`config.mk`:
```
export PLATFORM = sky130hd
export DESIGN_NAME = adc_capture_gate
export DESIGN_NICKNAME = d
export VERILOG_FILES = /design/src/rtl/adc_capture_gate.sv
export SDC_FILE = /design/constraint.sdc
export NUM_CORES = 1
export LEC_CHECK = 0
export CORE_MARGIN = 1.5
export CORE_UTILIZATION = 50
export CTS_CLUSTER_DIAMETER = 200
export DETAILED_ROUTE_END_ITERATION = 10
export PLACE_DENSITY = 0.89
export SKIP_LAST_GASP = 1
export SYNTH_ARGS = -nofsm -noshare
export SYNTH_HDL_FRONTEND = slang
export SYNTH_SLANG_ARGS = --single-unit
```
`constraint.sdc`:
```
create_clock -name aclk -period 2.21 [get_ports aclk]
set_input_delay 0.221 -clock aclk [delete_from_list [all_inputs] [get_ports aclk]]
set_output_delay 0.221 -clock aclk [all_outputs]
set_load 0.1 [all_outputs]
```
`src/rtl/adc_capture_gate.sv`:
```
// Windowed capture of a free-running ADC AXI4-Stream into a readout-buffer stream
// through a 2-entry skid buffer. Optional feature macro: ADC_CAPTURE_TLAST_EN (adds buf_tlast).
module adc_capture_gate #(
  parameter int unsigned DATA_WIDTH = 128,
  parameter int unsigned LEN_WIDTH  = 16
) (
  input  logic                  aclk,
  input  logic                  aresetn,
  input  logic                  capture_i,
  input  logic [LEN_WIDTH-1:0]  capture_len_i,
  input  logic [DATA_WIDTH-1:0] adc_tdata,
  input  logic                  adc_tvalid,
  output logic                  adc_tready,
  output logic [DATA_WIDTH-1:0] buf_tdata,
  output logic                  buf_tvalid,
`ifdef ADC_CAPTURE_TLAST_EN
  output logic                  buf_tlast,
`endif
  input  logic                  buf_tready,
  output logic                  busy_o,
  output logic                  done_o,
  output logic                  overflow_o
);

  typedef enum logic [1:0] {
    ST_IDLE,
    ST_CAPTURE,
    ST_DRAIN
  } state_e;

  state_e                state_q, state_d;
  logic [LEN_WIDTH-1:0]  remaining_q, remaining_d;
  logic                  overflow_q, overflow_d;
  logic                  adc_tready_q;
  logic [1:0]            count_q, count_d;
  logic [DATA_WIDTH-1:0] ent0_q, ent0_d, ent1_q, ent1_d;
`ifdef ADC_CAPTURE_TLAST_EN
  logic                  last0_q, last0_d, last1_q, last1_d;
`endif

  logic       adc_hs;
  logic       pop;
  logic       win_beat;
  logic       final_beat;
  logic [1:0] count_pop;

  always_comb begin
    state_d     = state_q;
    remaining_d = remaining_q;
    overflow_d  = overflow_q;
    count_d     = count_q;
    ent0_d      = ent0_q;
    ent1_d      = ent1_q;
`ifdef ADC_CAPTURE_TLAST_EN
    last0_d     = last0_q;
    last1_d     = last1_q;
`endif
    adc_hs     = adc_tvalid & adc_tready_q;
    pop        = (count_q != 2'd0) & buf_tready;
    win_beat   = (state_q == ST_CAPTURE) & adc_hs;
    final_beat = win_beat & (remaining_q == LEN_WIDTH'(1));
    count_pop  = count_q - {1'b0, pop};

    // Entry 0 is always the head; a pop shifts entry 1 down before any push lands.
    if (pop) begin
      ent0_d = ent1_q;
`ifdef ADC_CAPTURE_TLAST_EN
      last0_d = last1_q;
`endif
    end
    count_d = count_pop;

    unique case (state_q)
      ST_IDLE: begin
        if (capture_i && (capture_len_i != '0)) begin
          remaining_d = capture_len_i;
          overflow_d  = 1'b0;
          state_d     = ST_CAPTURE;
        end
      end
      ST_CAPTURE: begin
        if (win_beat) begin
          remaining_d = remaining_q - LEN_WIDTH'(1);
          if (count_pop != 2'd2) begin
            count_d = count_pop + 2'd1;
            if (count_pop == 2'd0) begin
              ent0_d = adc_tdata;
`ifdef ADC_CAPTURE_TLAST_EN
              last0_d = final_beat;
`endif
            end else begin
              ent1_d = adc_tdata;
`ifdef ADC_CAPTURE_TLAST_EN
              last1_d = final_beat;
`endif
            end
          end else begin
            // Full with no pop: drop the beat, but the final beat replaces the newest entry.
            overflow_d = 1'b1;
            if (final_beat) begin
              ent1_d = adc_tdata;
`ifdef ADC_CAPTURE_TLAST_EN
              last1_d = 1'b1;
`endif
            end
          end
          if (final_beat) begin
            state_d = ST_DRAIN;
          end
        end
      end
      ST_DRAIN: begin
        if (count_q == 2'd0) begin
          state_d = ST_IDLE;
        end
      end
      default: state_d = ST_IDLE;
    endcase
  end

  always_ff @(posedge aclk) begin
    if (!aresetn) begin
      state_q      <= ST_IDLE;
      remaining_q  <= '0;
      overflow_q   <= 1'b0;
      adc_tready_q <= 1'b0;
      count_q      <= '0;
      ent0_q       <= '0;
      ent1_q       <= '0;
`ifdef ADC_CAPTURE_TLAST_EN
      last0_q      <= 1'b0;
      last1_q      <= 1'b0;
`endif
    end else begin
      state_q      <= state_d;
      remaining_q  <= remaining_d;
      overflow_q   <= overflow_d;
      adc_tready_q <= 1'b1;
      count_q      <= count_d;
      ent0_q       <= ent0_d;
      ent1_q       <= ent1_d;
`ifdef ADC_CAPTURE_TLAST_EN
      last0_q      <= last0_d;
      last1_q      <= last1_d;
`endif
    end
  end

  assign adc_tready = adc_tready_q;
  assign buf_tvalid = (count_q != 2'd0);
  assign buf_tdata  = ent0_q;
`ifdef ADC_CAPTURE_TLAST_EN
  assign buf_tlast  = last0_q;
`endif
  assign busy_o     = (state_q != ST_IDLE);
  assign done_o     = (state_q == ST_DRAIN) && (count_q == 2'd0);
  assign overflow_o = overflow_q;

endmodule

```
=== Yosys cells after proc, flatten, opt, wreduce, memory -nomap -nowiden ===
Index checks and enable logic that the tools add are counted.

* Add/subtract/negate cells: 3
* Reductions and logical operators: 14
* Eq/ne operators: 10
* Bitwise operators: 4
* Mux-type cells: 24

{| class="wikitable"
|+ Operators by type and width
! kind !! number
|-
| 128-bit 2-to-1 mux || 8
|-
| 16-bit 2-to-1 mux || 2
|-
| 16-bit case mux with 2 select lines || 1
|-
| 16-bit by 1-bit equality test with 1-bit output (second input constant) || 1
|-
| 16-bit nonzero test || 1
|-
| 16-bit by 1-bit subtractor with 16-bit output (second input constant) || 1
|-
| 2-bit 2-to-1 mux || 7
|-
| 2-bit != test (second input constant) || 7
|-
| 4-bit AND reduction || 3
|-
| 2-bit nonzero test || 4
|-
| 2-bit logical NOT || 3
|-
| 2-bit case mux with 3 select lines || 1
|-
| 1-bit bitwise AND || 4
|-
| 1-bit 2-to-1 mux || 4
|-
| 3-bit AND reduction || 1
|-
| 2-bit by 1-bit adder with 2-bit output (second input constant) || 1
|-
| 2-bit by 1-bit equality test with 1-bit output (second input constant) || 1
|-
| 2-bit equality test (second input constant) || 1
|-
| 1-bit logical AND || 2
|-
| 1-bit case mux with 2 select lines || 1
|-
| 2-bit by 1-bit subtractor with 2-bit output || 1
|}

* Register bits: 278
* Output and inout bits: 133
* Word-level logic and storage cells: 62
* Input bits: 149

=== Depth between registers and ports, before layout ===
Gate-level depths: netlist of the first run.

* Word-level depth: 8
* Mapped depth: 11

=== Worst setup path after synthesis of the first run ===
No wires, ideal clock.

* Kind: register -> output
* Start: register count_q[1]
* End: output port done_o
* Cell stages (with the launch flop): 4
* Setup slack: -0.271 ns
* Data required time: 1.989 ns
* Arrival: 2.260 ns
* Cell sequence: dfxtp_1 nor2_1 inv_1 nor2_1

* Longest elaborated chain between the ends: 2

{| class="wikitable"
|+ Ends and longest elaborated chain
! element !! RTL line !! source
|-
| start: declaration || 35 || <nowiki>logic [1:0] count_q, count_d;</nowiki>
|-
| start signal: assignment || 139 || <nowiki>count_q <= count_d;</nowiki>
|-
| 2-bit logical NOT || 156 || <nowiki>assign done_o = (state_q == ST_DRAIN) && (count_q == 2'd0);</nowiki>
|-
| 1-bit logical AND || 156 ||
|-
| end: declaration || 21 || <nowiki>output logic done_o,</nowiki>
|}

No other way between the ends.

=== Final worst setup path of the first run ===
* Start: register remaining_q[0]
* End: register remaining_q[8]

* Longest elaborated chain between the ends: 3

{| class="wikitable"
|+ Ends and longest elaborated chain
! element !! RTL line !! source
|-
| start: declaration || 32 || <nowiki>logic [LEN_WIDTH-1:0] remaining_q, remaining_d;</nowiki>
|-
| start signal: assignment || 136 || <nowiki>remaining_q <= remaining_d;</nowiki>
|-
| 16-bit by 1-bit subtractor with 16-bit output || 83 || <nowiki>remaining_d = remaining_q - LEN_WIDTH'(1);</nowiki>
|-
| 16-bit 2-to-1 mux || 82 || <nowiki>if (win_beat) begin</nowiki>
|-
| 16-bit case mux with 2 select lines || 73 || <nowiki>unique case (state_q)</nowiki>
|}

No other way between the ends. The select of a mux whose other input is x is not followed.
A chain may end at the register's enable or synchronous reset.

==> results of run 1 <==
[logic make-up (layout without fill, tap and decap cells)]
logic type                 count (synthesis)  count (layout)  share of synthesized area (%)
AOI/OAI and AO/OA                        317             317                           17.3
xor gates and xnor gates                   1               1                         0.0761
adders and majority gates                  3               3                          0.326
buffers and inverters                    130             390                           4.90
DFF                                      278             278                           48.4
muxes                                    130             130                           11.3
and+or+nand+nor                          466             466                           17.7
[area by class of cell]
cell class | instances | area [um2] | area share, %
Clock buffer | 43 | 878 | 5.61
Clock inverter | 11 | 161 | 1.03
Inverter | 6 | 25.0 | 0.160
Tap cell | 285 | 357 | 2.28
Sequential cell | 278 | 5570 | 35.6
Multi-Input combinational cell | 917 | 5410 | 34.6
Timing Repair Buffer | 330 | 3250 | 20.8
[cells in the final DEF (no fill, tap or decap), types with 4 or more instances in the layout]
| cell | instances |
|---|---|
| clkinv_2 | 5 |
| dfxtp_1 | 277 |
| clkbuf_1 | 4 |
| nand3_1 | 133 |
| inv_1 | 4 |
| bufinv_16 | 4 |
| o21ai_1 | 45 |
| buf_12 | 12 |
| nor2_1 | 149 |
| clkdlybuf4s50_1 | 147 |
| buf_6 | 5 |
| nor2b_1 | 4 |
| a21oi_1 | 22 |
| mux2i_1 | 129 |
| o21ai_0 | 95 |
| buf_16 | 4 |
| a211oi_1 | 131 |
| nand2_1 | 146 |
| clkbuf_16 | 38 |
| clkbuf_8 | 10 |
| a21o_1 | 4 |
| buf_4 | 153 |
| nor4_1 | 9 |
[critical path, stage by stage, from the launching register on]
cell and delay, ns:
dfxtp_1 0.34, inv_1 0.10, ha_1 0.20, or3b_1 0.48, or4b_1 0.52, nand2_1 0.08
a21oi_1 0.06, a311oi_1 0.23
[sequential cells by signal, summed over array words and instances (netlist names)]
name / cells
overflow_o: 1
adc_tready: 1
remaining_q: 16
count_q: 2
ent1_q: 128
state_q: 2
buf_tdata: 128
[timing repair]
| action | CTS | global route |
|---|---|---|
| gates resized for setup | 0 | 14 |
| setup buffers | 0 | 2 |
| hold buffers | 0 | 0 |
| setup endpoints to repair | 0 | 127 |
[metal layers]
metal	global-route usage [%]	up-vias
met5	0	-
met4	8.84	0
met3	6.14	72
met2	42.6	369
met1	29.6	5089
li1	-	5182
[power breakdown]
part	internal, W	switching, W
Sequential	0.00515	0.0000956
Clock	0.00321	0.00198
Combinational	0.000638	0.00136
[through the flow]
stage / power [W] / instance area [um2] / hold slack (ns) / std cells
global placement: 0.00729 / 14300 / 0.434 / 1805
global route: 0.0128 / 15700 / 0.185 / 1870
floorplan: 0.00666 / 11500 / 0.249 / 1325
CTS: 0.0125 / 15400 / 0.154 / 1859
detailed placement: 0.00733 / 14300 / 0.439 / 1805
finish: 0.0124 / 15700 / 0.196 / 1870
[how the worst max path moves through the flow]
stage	from	end	slack (ns)	cells after the start
after floorplan	count_q[1]	buf_tdata[47]	0.11	7
after global placement	buf_tready	ent1_q[85]	-0.10	11
after detailed placement	buf_tready	buf_tdata[50]	-0.18	10
after CTS	remaining_q[1]	ent1_q[86]	0.04	9
after global routing	remaining_q[7]	ent1_q[88]	-0.01	8
final	remaining_q[0]	remaining_q[8]	0.11	7
==> out/qor.txt, run 1 <==
most instantiated library cell after synthesis - dfxtp_1
TritonCTS buffer count - 29
filler cell count in the final layout - 1629
arrival time of the worst setup path - 2.54 ns
met3 wire length - 2300 um
cell type contributing the most total cell area after synthesis - dfxtp_1
buffer depth of the longest clock path - 3
pin count of the biggest net entering global routing - 145
post-layout minimum cycle time - 2.10 ns
r2r worst-path depth - 7
GRT Util Overall - 24.6%
type of the worst setup path - reg -> reg
top routing layer in use - met4
final-layout setup total negative slack - 0 ns
number of port buffers - 281
post-detailed-route wirelength per cell - 17.1 um
DRT Wirelength - 32000 um
critical path launch point type - register
count of final hold-check violations - 0
first-pass GRT wire length - 49200 um
nature of the critical path endpoint - register
fraction of registers with async set or reset after synthesis - 0%
CP Max Fanout - 6
area delta synth->final - 36.0%
clock insertion delay at the later pin of the skew report - 0.54 ns
post-layout util - 69.1%
die boundary width - 155 um
post-DP HPWL - 20000 um
syn nets - 1477
pwr/cell area - 794 mW/mm2
Mapped Cells - 1325
routed vias/inst - 5.73
TritonCTS clock tree - done
end point of the worst hold path - adc_tready
H-tree depth - 1
Max Slew Vio Count - 0
vias - 10712
ANT nets after route - 0
register-to-register path setup slack - 0.11 ns
most used flip-flop cell after synthesis - dfxtp_1
WL met1 - 13100 um
routability-driven placement congestion ratio - 0.825
area share of the leading cell type in the synthesized netlist - 48.4%
hold wc startpoint - aresetn
Min-Delay Path Class - in -> reg
final setup margin - 0.108 ns
total global routing overflow - 0
Yosys warnings - 0
final-report setup violation count - 0
highest clock frequency the design can meet - 476 MHz
starting DRC count in detailed routing - 694
Synth area leaders - dfxtp_1 48%, mux2i_1 11%, a211oi_1 8.5%
Mapped Avg Cell Area - 8.68 um2
final clock period utilization by the worst path - 95.1%
result of the run - complete, no violations
vias in the first global route - 10162
Initial DRT Pass Iterations - 5
chip height - 155 um
Max-Slew Margin vs Limit - 57.5%
Synth top cells by count - 278 x dfxtp_1, 150 x nor2_1, 148 x nand2_1
cell area after technology mapping - 0.0115 mm2
I/O Pins - 282
Worst R2R Start - remaining_q[0]
minimum setup slack after placement - -0.180 ns
Root Buffer Master - clkbuf_16
number of unique standard cell types used by synthesis - 49
Floorplan Core Area - 0.0226 mm2
Worst EP required - 2.65 ns
number of synthesized register bits - 278
highest ir drop seen on vdd - 0.593 mV
Met2 Wirelength - 15600 um
number of maximum-capacitance constraint violations - 0
final net count - 1714
Layout Skew - 0.0130 ns
endpoint of the lowest-slack register-to-register path - remaining_q[8]
Seq/Total Area, Yosys - 48.4%
unrepaired setup endpoints after global routing - yes
initial antenna violation count - 0
Inserted Diodes - 0
Starting Density - 50.8%
LEAKAGE - 6.75 nW
drc violations - 0
Cells on Worst Hold Path - 2
number of sinks driven by the clock tree - 278
floorplan die area - 0.0239 mm2
Post-synth EDFFs - 0
fraction of layout cells with a size suffix above 1 - 15.7%
row count - 55
clock slew seen by the registers of the worst setup and hold paths - 0.06 ns
Worst-Margin Slew - 0.637 ns
Power figures use the tool's default switching activity.
==> run 2: changes to the inputs <==
- GPL_ROUTABILITY_DRIVEN: unset -> 0
- clock period: 2.21 -> 2.4 ns (I/O delays scaled with it)
==> run 2 against run 1 <==
  * Sequential cell count did not move
  * Worst hold slack worse by 0.063 ns
  * Wire length decreased by 1.2%
  * Critical path depth unchanged
  * Critical path type unchanged
  * First-iteration DRC count fell by 6.5%
  * Final area shrank 2.0%
  * Clock skew is 0.00053 ns higher
==> out/qor.txt, run 2 (same netlist as run 1, synthesis figures left out) <==
pin count of the biggest net entering global routing - 145 (unchanged)
Layout Skew - 0.0135 ns (was 0.0130 ns)
FF/Latch Area - 0.00557 mm2 (about the same)
CP Max Fanout - 41 (was 6)
starting DRC count in detailed routing - 649 (was 694)
Worst-Margin Slew - 0.659 ns (was 0.637 ns)
Floorplan Core Area - 0.0226 mm2 (unchanged)
share of total power in combinational logic - 16.5% (was 16.0%)
floorplan die area - 0.0239 mm2 (unchanged)
I/O Pins - 282 (unchanged)
die boundary width - 155 um (unchanged)
post-layout util - 67.7% (was 69.1%)
clock insertion delay at the later pin of the skew report - 0.54 ns (about the same)
family with the most delay on the worst path - simple AND/OR/NAND/NOR gates (unchanged)
number of maximum-capacitance constraint violations - 0 (unchanged)
LEAKAGE - 6.63 nW (was 6.75 nW)
CP bufs+invs - 2 (was 1)
Initial DRT Pass Iterations - 5 (unchanged)
vias in the first global route - 10469 (was 10162)
critical path launch point type - register (unchanged)
filler cell count in the final layout - 1695 (was 1629)
post-DP HPWL - 20700 um (was 20000 um)
first-pass GRT wire length - 51000 um (was 49200 um)
vias - 10691 (was 10712)
relative contribution of sequential cells to total power - 43.2% (was 42.2%)
buffer depth of the longest clock path - 3 (unchanged)
final clock period utilization by the worst path - 92.6% (was 95.1%)
routed vias/inst - 5.73 (about the same)
global routing usage on met3 - 7.65% (was 6.14%)
number of port buffers - 281 (unchanged)
combined area of the multi-input logic cells - 0.00540 mm2 (was 0.00541 mm2)
fraction of layout cells with a size suffix above 1 - 14.9% (was 15.7%)
final net count - 1709 (was 1714)
post-layout minimum cycle time - 2.22 ns (was 2.10 ns)
most common cell after layout, fill and taps aside - dfxtp_1 (unchanged)
row count - 55 (unchanged)
post-detailed-route wirelength per cell - 16.9 um (was 17.1 um)
initial antenna violation count - 0 (unchanged)
clock network fraction of design power - 40.3% (was 41.7%)
Max-Slew Margin vs Limit - 56.1% (was 57.5%)
ANT nets after route - 0 (unchanged)
result of the run - complete, no violations (unchanged)
clock slew seen by the registers of the worst setup and hold paths - 0.06 ns (about the same)
TritonCTS clock tree - done (unchanged)
DRT Wirelength - 31600 um (was 32000 um)
Max Slew Vio Count - 0 (unchanged)
nature of the critical path endpoint - register (unchanged)
count of final hold-check violations - 0 (unchanged)
number of gates resized after CTS - 0 (unchanged)
internal portion of total power - 0.00802 W (was 0.00899 W)
CTS hold repair buffers - 0 (unchanged)
TritonCTS buffer count - 29 (unchanged)
Inserted Diodes - 0 (unchanged)
chip height - 155 um (unchanged)
Sw Ratio - 28.3% (was 27.6%)
pwr/cell area - 729 mW/mm2 (was 794 mW/mm2)
met2 demand-to-capacity share in global routing - 43.6% (was 42.6%)
cell-by-cell listing of the critical path - nor4_1 -> nand4_1 -> a211oi_4 -> buf_4 -> buf_12 -> nand3_1 -> o21ai_0 (was inv_1 -> ha_1 -> or3b_1 -> or4b_1 -> nand2_1 -> a21oi_1 -> a311oi_1)
Starting Density - 50.8% (unchanged)
highest clock frequency the design can meet - 450 MHz (was 476 MHz)
drc violations - 0 (unchanged)
commonest non-fill, non-tap cells in the layout - 278 x dfxtp_1, 160 x buf_4, 149 x nor2_1, 147 x clkdlybuf4s50_1, 146 x nand2_1 (was 277 x dfxtp_1, 153 x buf_4, 149 x nor2_1, 147 x clkdlybuf4s50_1, 146 x nand2_1)
Critical Path Max Stage Delay - 0.38 ns (was 0.52 ns)
number of sinks driven by the clock tree - 278 (unchanged)
type of the worst setup path - reg -> reg (unchanged)
Worst EP required - 2.86 ns (was 2.65 ns)
H-tree depth - 1 (unchanged)
post-route total power - 0.0112 W (was 0.0124 W)
Min-Delay Path Class - in -> reg (unchanged)
post-CTS setup buffers - 0 (unchanged)
grt met1 use - 30.2% (was 29.6%)
total global routing overflow - 0 (unchanged)
GRT Util Overall - 25.5% (was 24.6%)
area delta synth->final - 33.3% (was 36.0%)
switching power - 0.00316 W (was 0.00343 W)
global-route layer with the greatest usage - met2 (unchanged)
Root Buffer Master - clkbuf_16 (unchanged)
cell with the largest stage delay on the worst path - dfxtp_1 (was or4b_1)
unrepaired setup endpoints after global routing - no (was yes)
highest ir drop seen on vdd - 0.605 mV (was 0.593 mV)
arrival time of the worst setup path - 2.69 ns (was 2.54 ns)
final-report setup violation count - 0 (unchanged)
run 2: layer usage:
metal | up-vias | share of wire [%] | wire, um
met3 | 78 | 9.1 | 2870
met4 | 0 | 3.0 | 956
met5 | - | 0 | 0
met1 | 5021 | 40 | 12600
met2 | 424 | 48 | 15200
li1 | 5168 | - | -
run 2: cell type report:
cell class,instances,area share (%)
multi-input combinational,917,35.2
sequential,278,36.3
timing repair buffer,325,19.7
inverter,6,0.163
clock buffer,46,5.67
tap,285,2.32
clock inverter,8,0.612
run 2: power groups by stage:
stage	clock (W)	combinational, W	sequential, W
floorplan	0	0.000533	0.00560
global placement	0	0.00180	0.00493
detailed placement	0	0.00182	0.00493
CTS	0.00456	0.00184	0.00483
global route	0.00476	0.00194	0.00485
finish	0.00450	0.00185	0.00483
run 2: path summary, 6_finish.rpt:
kind / depth (start not counted) / slack, ns / startpoint / to
worst max-delay path: 7 / 0.18 / remaining_q[10] / ent1_q[15]
worst min-delay path: 1 / 0.13 / aresetn / adc_tready
worst max register to register: 7 / 0.18 / remaining_q[10] / ent1_q[15]
worst min register to register: 2 / 0.45 / ent1_q[122] / ent1_q[122]
run 2: worst register-to-register path: cells and delay by family (launching register included):
kind / cells / cell delay (ns)
buf+inv: 2 / 0.55
simple gates: 3 / 0.79
compound gates: 2 / 0.44
flops: 1 / 0.38
run 2: metrics by stage:
step                      std cells  worst slack, ns  hold WS, ns  TNS [ns]  area (um2)
after global placement         1811           0.0524        0.434         0       14400
final                          1865            0.178        0.134         0       15300
after detailed placement       1811          -0.0454        0.440    -0.497       14400
after global routing           1865           0.0456        0.143         0       15300
after floorplan                1325           0.0448        0.268         0       11500
after CTS                      1865            0.227        0.116         0       15300
